===== config.mk =====
export PLATFORM = sky130hd
export DESIGN_NAME = core_feed_sequencer
export DESIGN_NICKNAME = d
export VERILOG_FILES = /design/src/rtl/core_feed_sequencer_pkg.sv /design/src/rtl/feed_skid_fifo.sv /design/src/rtl/core_feed_sequencer.sv
export SDC_FILE = /design/constraint.sdc
export NUM_CORES = 1
export LEC_CHECK = 0
export ABC_AREA = 1
export CAP_MARGIN = 20
export CELL_PAD_IN_SITES_DETAIL_PLACEMENT = 1
export CELL_PAD_IN_SITES_GLOBAL_PLACEMENT = 1
export CORE_ASPECT_RATIO = 0.7
export CORE_MARGIN = 2
export CORE_UTILIZATION = 43
export CTS_CLUSTER_SIZE = 28
export DETAILED_ROUTE_END_ITERATION = 6
export GPL_TIMING_DRIVEN = 0
export HOLD_SLACK_MARGIN = 0.06
export PLACE_DENSITY = 0.79
export RECOVER_POWER = 25
export REMOVE_ABC_BUFFERS = 1
export SETUP_SLACK_MARGIN = 0.4
export SYNTH_ARGS = -nofsm -noshare
export SYNTH_HDL_FRONTEND = slang
export SYNTH_SLANG_ARGS = --single-unit

===== constraint.sdc =====
create_clock -name clk -period 10.1 [get_ports clk]
set_clock_uncertainty 0.05 [all_clocks]
set_input_delay 2.02 -clock clk [delete_from_list [all_inputs] [get_ports clk]]
set_output_delay 2.02 -clock clk [all_outputs]
set_load 0.02 [all_outputs]

===== src/rtl/core_feed_sequencer_pkg.sv =====
// rtl/core_feed_sequencer_pkg.sv - shared types and constants for the core feed sequencer
package core_feed_sequencer_pkg;

    localparam int CFS_BW     = 4;
    localparam int CFS_ROW    = 8;
    localparam int CFS_ADDR_W = 11;
    localparam int CFS_SKID   = 3;

    localparam logic MODE_WS = 1'b1;
    localparam logic MODE_OS = 1'b0;
    localparam logic DM_WT   = 1'b1;
    localparam logic DM_ACT  = 1'b0;

    typedef enum logic [1:0] {
        ST_IDLE  = 2'd0,
        ST_RUN   = 2'd1,
        ST_DRAIN = 2'd2,
        ST_DONE  = 2'd3
    } state_t;

endpackage


===== src/rtl/feed_skid_fifo.sv =====
// rtl/feed_skid_fifo.sv - small synchronous skid FIFO absorbing SRAM read latency
module feed_skid_fifo #(
    parameter int WIDTH = 32,
    parameter int DEPTH = 3,
    parameter int CW    = $clog2(DEPTH + 1)
) (
    input  logic             clk,
    input  logic             reset,
    input  logic             push,
    input  logic [WIDTH-1:0] push_data,
    input  logic             pop,
    output logic [WIDTH-1:0] head,
    output logic [CW-1:0]    count
);

    localparam int PW = (DEPTH > 1) ? $clog2(DEPTH) : 1;

    logic [WIDTH-1:0] mem [DEPTH];
    logic [PW-1:0]    rd_ptr;
    logic [PW-1:0]    wr_ptr;
    logic             do_push;
    logic             do_pop;

    // Depth need not be a power of two, so pointers wrap explicitly.
    function automatic logic [PW-1:0] next_ptr(input logic [PW-1:0] p);
        return (p == PW'(DEPTH - 1)) ? '0 : p + PW'(1);
    endfunction

    always_comb begin
        do_pop  = pop && (count != '0);
        do_push = push && ((count != CW'(DEPTH)) || do_pop);
    end

    assign head = mem[rd_ptr];

    always_ff @(posedge clk) begin
        if (!reset) begin
            rd_ptr <= '0;
            wr_ptr <= '0;
            count  <= '0;
            for (int i = 0; i < DEPTH; i++) begin
                mem[i] <= '0;
            end
        end else begin
            if (do_push) begin
                mem[wr_ptr] <= push_data;
                wr_ptr      <= next_ptr(wr_ptr);
            end
            if (do_pop) begin
                rd_ptr <= next_ptr(rd_ptr);
            end
            count <= count + CW'(do_push) - CW'(do_pop);
        end
    end

endmodule


===== src/rtl/core_feed_sequencer.sv =====
// rtl/core_feed_sequencer.sv - autonomous SRAM-to-L0/IFIFO burst read sequencer
module core_feed_sequencer
    import core_feed_sequencer_pkg::*;
#(
    parameter int bw     = CFS_BW,
    parameter int row    = CFS_ROW,
    parameter int addr_w = CFS_ADDR_W,
    parameter int SKID   = CFS_SKID
) (
    input  logic                clk,
    input  logic                reset,
    input  logic                start,
    input  logic                mode,
    input  logic                data_mode,
    input  logic [addr_w-1:0]   base_x,
    input  logic [addr_w-1:0]   base_p,
    input  logic [addr_w-1:0]   len,
    output logic                busy,
    output logic                done,
    output logic                CEN_xmem,
    output logic [addr_w-1:0]   A_xmem,
    output logic                CEN_pmem,
    output logic [addr_w-1:0]   A_pmem,
    input  logic [bw*row-1:0]   Q_act,
    input  logic [bw*row-1:0]   Q_wt,
    output logic [bw*row-1:0]   l0_in,
    output logic                l0_wr,
    input  logic                l0_full,
    output logic [bw*row-1:0]   ififo_in,
    output logic                ififo_wr,
    input  logic                ififo_full
);

    localparam int DW = bw * row;
    localparam int CW = $clog2(SKID + 1);

    state_t              state;
    logic                mode_q;
    logic                dm_q;
    logic [addr_w-1:0]   len_q;
    logic [addr_w-1:0]   issued;
    logic [addr_w-1:0]   written;
    logic [addr_w-1:0]   addr_x;
    logic [addr_w-1:0]   addr_p;
    logic                inflight;

    logic [CW-1:0]       act_count;
    logic [CW-1:0]       wt_count;
    logic [DW-1:0]       act_head;
    logic [DW-1:0]       wt_head;
    logic [DW-1:0]       act_push_data;
    logic                is_os;
    logic                issue;
    logic                wr_fire;

    assign is_os = (mode_q == MODE_OS);

    // Credit counts data already held plus the read still in the SRAM pipe;
    // a pop in this cycle is deliberately not credited.
    always_comb begin
        issue = (state == ST_RUN) && (issued != len_q)
                && ((32'(act_count) + 32'(inflight)) < SKID);
    end

    always_comb begin
        if (is_os) begin
            wr_fire = (act_count != '0) && (wt_count != '0) && !l0_full && !ififo_full;
        end else begin
            wr_fire = (act_count != '0) && !l0_full;
        end
    end

    // In WS mode the act-path skid carries whichever SRAM data_mode selected.
    assign act_push_data = (!is_os && dm_q == DM_WT) ? Q_wt : Q_act;

    assign CEN_xmem = !(issue && (is_os || dm_q == DM_ACT));
    assign CEN_pmem = !(issue && (is_os || dm_q == DM_WT));
    assign A_xmem   = addr_x;
    assign A_pmem   = addr_p;
    assign l0_wr    = wr_fire;
    assign ififo_wr = wr_fire && is_os;
    assign l0_in    = act_head;
    assign ififo_in = wt_head;
    assign busy     = (state != ST_IDLE);
    assign done     = (state == ST_DONE);

    always_ff @(posedge clk) begin
        if (!reset) begin
            state    <= ST_IDLE;
            mode_q   <= MODE_OS;
            dm_q     <= DM_ACT;
            len_q    <= '0;
            issued   <= '0;
            written  <= '0;
            addr_x   <= '0;
            addr_p   <= '0;
            inflight <= 1'b0;
        end else begin
            inflight <= issue;
            if (issue) begin
                issued <= issued + 1'b1;
                addr_x <= addr_x + 1'b1;
                addr_p <= addr_p + 1'b1;
            end
            if (wr_fire) begin
                written <= written + 1'b1;
            end
            case (state)
                ST_IDLE: begin
                    if (start) begin
                        mode_q  <= mode;
                        dm_q    <= data_mode;
                        len_q   <= len;
                        addr_x  <= base_x;
                        addr_p  <= base_p;
                        issued  <= '0;
                        written <= '0;
                        state   <= (len == '0) ? ST_DONE : ST_RUN;
                    end
                end
                ST_RUN: begin
                    if (issued == len_q) begin
                        state <= ST_DRAIN;
                    end
                end
                ST_DRAIN: begin
                    // Leave on the final write itself so done lands len+3 after start.
                    if (wr_fire && (written + 1'b1 == len_q)) begin
                        state <= ST_DONE;
                    end
                end
                default: begin
                    state <= ST_IDLE;
                end
            endcase
        end
    end

    feed_skid_fifo #(
        .WIDTH (DW),
        .DEPTH (SKID),
        .CW    (CW)
    ) u_act_skid (
        .clk       (clk),
        .reset     (reset),
        .push      (inflight),
        .push_data (act_push_data),
        .pop       (wr_fire),
        .head      (act_head),
        .count     (act_count)
    );

    feed_skid_fifo #(
        .WIDTH (DW),
        .DEPTH (SKID),
        .CW    (CW)
    ) u_wt_skid (
        .clk       (clk),
        .reset     (reset),
        .push      (inflight && is_os),
        .push_data (Q_wt),
        .pop       (wr_fire && is_os),
        .head      (wt_head),
        .count     (wt_count)
    );

endmodule


======== Word level (Yosys, flattened, before mapping) ========
Memories as Yosys holds them, arrays and structs flattened. A register that Yosys moved wholly into a read port is not among the register bits.
Index checks and enable logic that the tools add are counted.
cells by class
  bitwise logic cells ..................... 2
  add/subtract/negate cells ............... 13
  $lt $le $gt $ge ......................... 1
  reductions and logical operators ........ 33
  eq/ne operators ......................... 15
  mux-type cells .......................... 40
operators by type and width
  kind                                                         count
  2-to-1 mux 11 bit                                            12
  2-to-1 mux 32 bit                                            3
  OR reduction 32 bit                                          2
  adder 11 x 1 -> 11 bit (second input constant)               4
  2-to-1 mux 2 bit                                             14
  equality test 11 bit                                         2
  logical AND 1 bit                                            16
  equality test 2 bit (second input constant)                  6
  zero test 11 bit                                             1
  inequality test 11 bit                                       1
  2-to-1 mux 1 bit                                             10
  adder 2 x 1 -> 2 bit (second input constant)                 4
  inequality test 2 bit (second input constant)                4
  one-hot mux 2 bit (3 select lines)                           1
  nonzero test 2 bit                                           3
  adder 2 x 1 -> 2 bit                                         2
  zero test 1 bit                                              4
  logical OR 1 bit                                             4
  subtractor 2 x 1 -> 2 bit                                    2
  adder 2 x 1 -> 3 bit                                         1
  less-than comparator 3 x 2 -> 1 bit (second input constant)  1
  AND reduction 3 bit                                          1
  equality test 2 x 1 -> 1 bit (second input constant)         1
  zero test 2 bit                                              1
  3 further kinds                                              4
storage, ports and cells
  word-level logic and storage cells ...... 121
  output and inout bits ................... 92
  memories kept ........................... 2
  bits in writable memories ............... 192
  register bits ........................... 72
memory list
  name            words  width  rd ports  clocked after Yosys merged registers in  wr ports  RTL line              text
  u_act_skid.mem  3      32     1         1                                        3         feed_skid_fifo.sv:18  logic [WIDTH-1:0] mem [DEPTH];
  u_wt_skid.mem   3      32     1         1                                        3         feed_skid_fifo.sv:18

======== Depth between registers and ports, before layout ========
  word-level depth ........................ 14
  depth in mapped cells ................... 15
  mapped depth without buffers ............ 15

======== Hierarchy ========
Synthesis repeated with hierarchy kept, for this count alone.
unflattened totals
  cell total of the unflattened synthesis .. 1762
  area total of the unflattened synthesis .. 16324.4 um^2
by module, submodules not included
  module               instances  cells an instance  area an instance (um^2)
  feed_skid_fifo       2          566                6054.6
  core_feed_sequencer  1          630                4215.3

======== Worst setup path after synthesis ========
Ideal clock, no wire load.
  path kind ............................... in2reg
  start ................................... input port ififo_full
  end ..................................... memory u_wt_skid.mem[3][0] (enable)
  arrival ................................. 5662 ps
  stages .................................. 7
  buffers on the path ..................... 0
  setup slack ............................. 3887 ps
  required time ........................... 9549 ps
  cells stage by stage .................... o21ai_2 nand3_2 inv_2 nand2_2 nand3_2 nand3_4 nor4_1
RTL lines
  item             RTL line                   text
  start, declared  core_feed_sequencer.sv:31  input logic ififo_full
  end, declared    feed_skid_fifo.sv:18

======== Final worst setup path ========
  start ................................... input port ififo_full
  end ..................................... output port ififo_wr
between the ends
  longest elaborated chain between the ends .. 4
ends and longest elaborated chain
  item               RTL line                   text
  zero test 1 bit    core_feed_sequencer.sv:67  wr_fire = (act_count != '0) && (wt_count != '0) && !l0_full && !ififo_full;
  logical AND 1 bit  core_feed_sequencer.sv:67
  2-to-1 mux 1 bit   core_feed_sequencer.sv:66  if (is_os) begin
  logical AND 1 bit  core_feed_sequencer.sv:81  assign ififo_wr = wr_fire && is_os;
  end, declared      core_feed_sequencer.sv:30  output logic ififo_wr,
Every way passes these cells.

==> metrics.md <==
| Metric | Value |
|---|---|
| Grt peak-use layer | met2 |
| Hold Path Depth | 2 |
| Layout cells sized above 1 | 5.41% |
| Pleak | 7.83 nW |
| GR Util met3 | 3.80% |
| Post-CTS Setup Repair Bufs | 0 |
| Reg clk slew, reported paths | 0.07 ns |
| RD Place Congestion | 0.795 |
| Global-route wire length before repair | 71100 um |
| Number of global-route vias before repair | 13000 |
| Seq cells post-synth | 332 |
| Sink Count | 332 |
| Largest cells by area after synthesis | edfxtp_1, dfxtp_1, nor2_1 |
| Synth top area share | 49.7% |
| FILL cells | 4052 |
| Cts hold-fix bufs | 0 |
| Synth warn | 0 |
| Vias | 12500 |
| Proportion of synthesized area in mux cells | 0% |
| Crit path max fanout | 20 |
| WL/cell | 19.7 um |
| Min-delay worst type | flip-flop to flip-flop |
| Worst Path Required | 8.03 ns |
| DP Wirelength | 29900 um |
| Met1 GRT Util | 30.9% |
| Register cell area after layout | 0.00921 mm2 |
| # resized after CTS | 0 |
| Failing checks | max-capacitance violations, max-slew violations |
| Total die area | 0.0375 mm2 |
| Max transition margin | -49.3% |
| Distinct cells, synth | 40 |
| Largest net degree at the start of global routing | 65 |
| DP Area | 0.0179 mm2 |
| RSZ-0062 raised after global routing | false |
| CP arrival | 5.03 ns |
| Register-to-register setup slack | 5.07 ns |
| Cell area after layout | 0.0190 mm2 |
| Mapped cell area | 0.0155 mm2 |
| F_max | 141 MHz |
| Cell Rows | 58 |
| Reg-to-Reg Start | state[0]$_SDFFE_PN0P_ |
| Initial antenna violation count | 4 |
| Cells on worst reg2reg path | 10 |
| Status | finished with violations |
| Detailed Route WL | 46300 um |
| Area fraction in compound gates after synthesis | 10.6% |
| Minimum clock period | 7.10 ns |
| VDD IR max | 0.148 mV |
| Router iterations before antenna repair | 5 |
| M2 GR Usage | 42.6% |
| Max-cap violations | 3 |
| GRT Resource Usage Total | 24.5% |
| Port-buffer cells | 195 |
| Final ANT Viol Nets | 0 |
| Grt total ovfl | 0 |
| Htree depth | 2 |
| Number of buffers created by CTS | 35 |
| Final net count | 1958 |
| Area of the multi-input gates | 0.00508 mm2 |
| CP Capture Point | ififo_wr |
| Routed vias/inst | 5.34 |
| Critical Path Start | ififo_full |
| Commonest non-fill, non-tap cell in the layout | nor2_1 |
| Initial Util | 43.3% |
| Adder-cell share of the synthesized area | 1.13% |
| Most frequent cells in the layout | nor2_1, edfxtp_1, o21ai_0 |
| Setup Crit Path Kind | input port to primary output |
| DRC | 0 |
| IO Pins | 196 |
| Hold wc startpoint | written[9]$_SDFF_PN0_ |
| Initial DRC Count | 786 |
| Simple-gate share of the synthesized area | 18.7% |
| Endpoint class of the critical path | primary output |
| Overall die height | 163 um |
| Area Growth Syn to Fin | 22.9% |
| Max clock buf depth | 3 |
| Core Region | 0.0357 mm2 |
| Tcrit/Tclk final | 70.3% |
| Post-synthesis sequential area ratio | 59.5% |
| Yosys top cell by area | edfxtp_1 |
| Die W | 231 um |
| Total Power | 3.97 mW |
| Worst Setup Start Kind | input port |
| Worst slew pin tran | 2.24 ns |
| Synthesized instance count | 1678 |
| Syn Area/Cell | 9.22 um2 |
| Insertion delay to the later sink of the worst-skew pair | 0.53 ns |
| # setup viols final | 0 |
| Fin. Hold Viols | 0 |
| Synth Area in XOR/XNOR | 2.42% |
| Max-slew violations | 121 |
| Reg-to-Reg End | A_xmem[10]$_SDFF_PN0_ |
| CTS tree | done |
| Power density cells | 209 mW/mm2 |
| Largest family of logic cells by synthesized area | simple AND/OR/NAND/NOR gates |
| Root Buffer | clkbuf_16 |
-- how the worst min path moves through the flow --
stage | endpoint | slack, ns
2_1_floorplan | u_wt_skid.count[1]$_SDFF_PN0_ | 0.40
3_3_place_gp | u_wt_skid.count[1]$_SDFF_PN0_ | 0.42
3_5_place_dp | written[9]$_SDFF_PN0_ | 0.45
4_1_cts | written[9]$_SDFF_PN0_ | 0.46
5_1_grt | u_wt_skid.rd_ptr[1]$_SDFFE_PN0P_ | 0.49
6_report | written[9]$_SDFF_PN0_ | 0.45
-- Yosys cell counts --
library cell,count
edfxtp_1,256
xor3_1,1
or2_1,2
nand3b_1,2
nand2_4,1
clkbuf_1,55
buf_6,9
dfxtp_1,76
o21ai_2,1
buf_2,20
o21ai_0,166
nand3_4,4
nand4_1,6
buf_1,7
ha_1,14
inv_2,14
inv_1,180
o21ai_1,31
nor2_8,1
a22oi_1,1
a21oi_1,35
nor2_1,401
xnor2_1,16
nor2_2,1
o211a_1,1
nand2_1,179
nand3_2,5
a31oi_2,1
o31ai_1,2
a31oi_1,2
clkinv_1,3
nor2_4,1
xor2_1,24
a211oi_1,2
nand2_2,2
nand3_1,74
and2_1,1
o22ai_1,64
nor3_1,11
nor4_1,6
-- critical path, cell delays in order --
cell and delay (ns):
dlygate4sd3_1 0.53, o21ai_0 0.18, nand3_1 0.45, inv_1 0.67, nand2_1 0.36, inv_1 0.19
clkdlybuf4s50_1 0.62
-- layout make-up --
| cell class | instances | area share, % |
|---|---|---|
| clock buffer | 40 | 4.82 |
| multi-input combinational | 1058 | 26.7 |
| clock inverter | 23 | 1.08 |
| inverter | 197 | 3.90 |
| sequential | 332 | 48.5 |
| antenna | 1 | 0.0132 |
| tap | 480 | 3.16 |
| timing repair buffer | 216 | 11.8 |
-- power by group --
| group | switching, mW | leakage (nW) | internal (mW) |
|---|---|---|---|
| Clock | 0.555 | 0.553 | 0.733 |
| Sequential | 0.0997 | 3.18 | 1.60 |
| Combinational | 0.612 | 4.09 | 0.371 |
-- logic make-up (layout without fill, tap and decap cells) --
logic type / Yosys count / in the layout
adder cells (fa/ha/maj): 14 / 14
flip-flops: 332 / 332
other: 0 / 1
AO/OA/AOI/OAI: 306 / 306
AND/OR/NAND/NOR: 697 / 697
XOR/XNOR: 41 / 41
buffers and inverters: 288 / 476
-- flip-flops by register name, indices dropped and copies added (netlist names), named ones only --
| signal | flops |
|---|---|
| u_wt_skid.wr_ptr | 2 |
| written | 11 |
| dm_q | 1 |
| inflight | 1 |
| state | 2 |
| u_act_skid.mem | 128 |
| u_act_skid.rd_ptr | 2 |
| len_q | 11 |
| mode_q | 1 |
| u_wt_skid.mem | 128 |
| u_wt_skid.count | 2 |
| issued | 11 |
| u_act_skid.wr_ptr | 2 |
| u_act_skid.count | 2 |
| u_wt_skid.rd_ptr | 2 |
| A_pmem | 11 |
| A_xmem | 11 |
-- metal layers --
layer | vias up | wire length (um)
met5 | - | 38
met4 | 6 | 1500
met3 | 86 | 2410
met2 | 362 | 22600
met1 | 6157 | 19700
li1 | 5919 | -
-- metrics by stage --
stage	util [%]	setup WS, ns	hold slack (ns)	instances	setup TNS (ns)
final	53.2	3.00	0.455	2347	0
after global routing	53.2	2.80	0.493	2346	0
after CTS	53.4	3.81	0.462	2344	0
after detailed placement	50.2	3.83	0.453	2281	0
after global placement	49.3	-0.424	0.425	2262	-13.41
after floorplan	-	3.57	0.404	1587	0
Note: power is estimated with default switching activity, not from simulation.
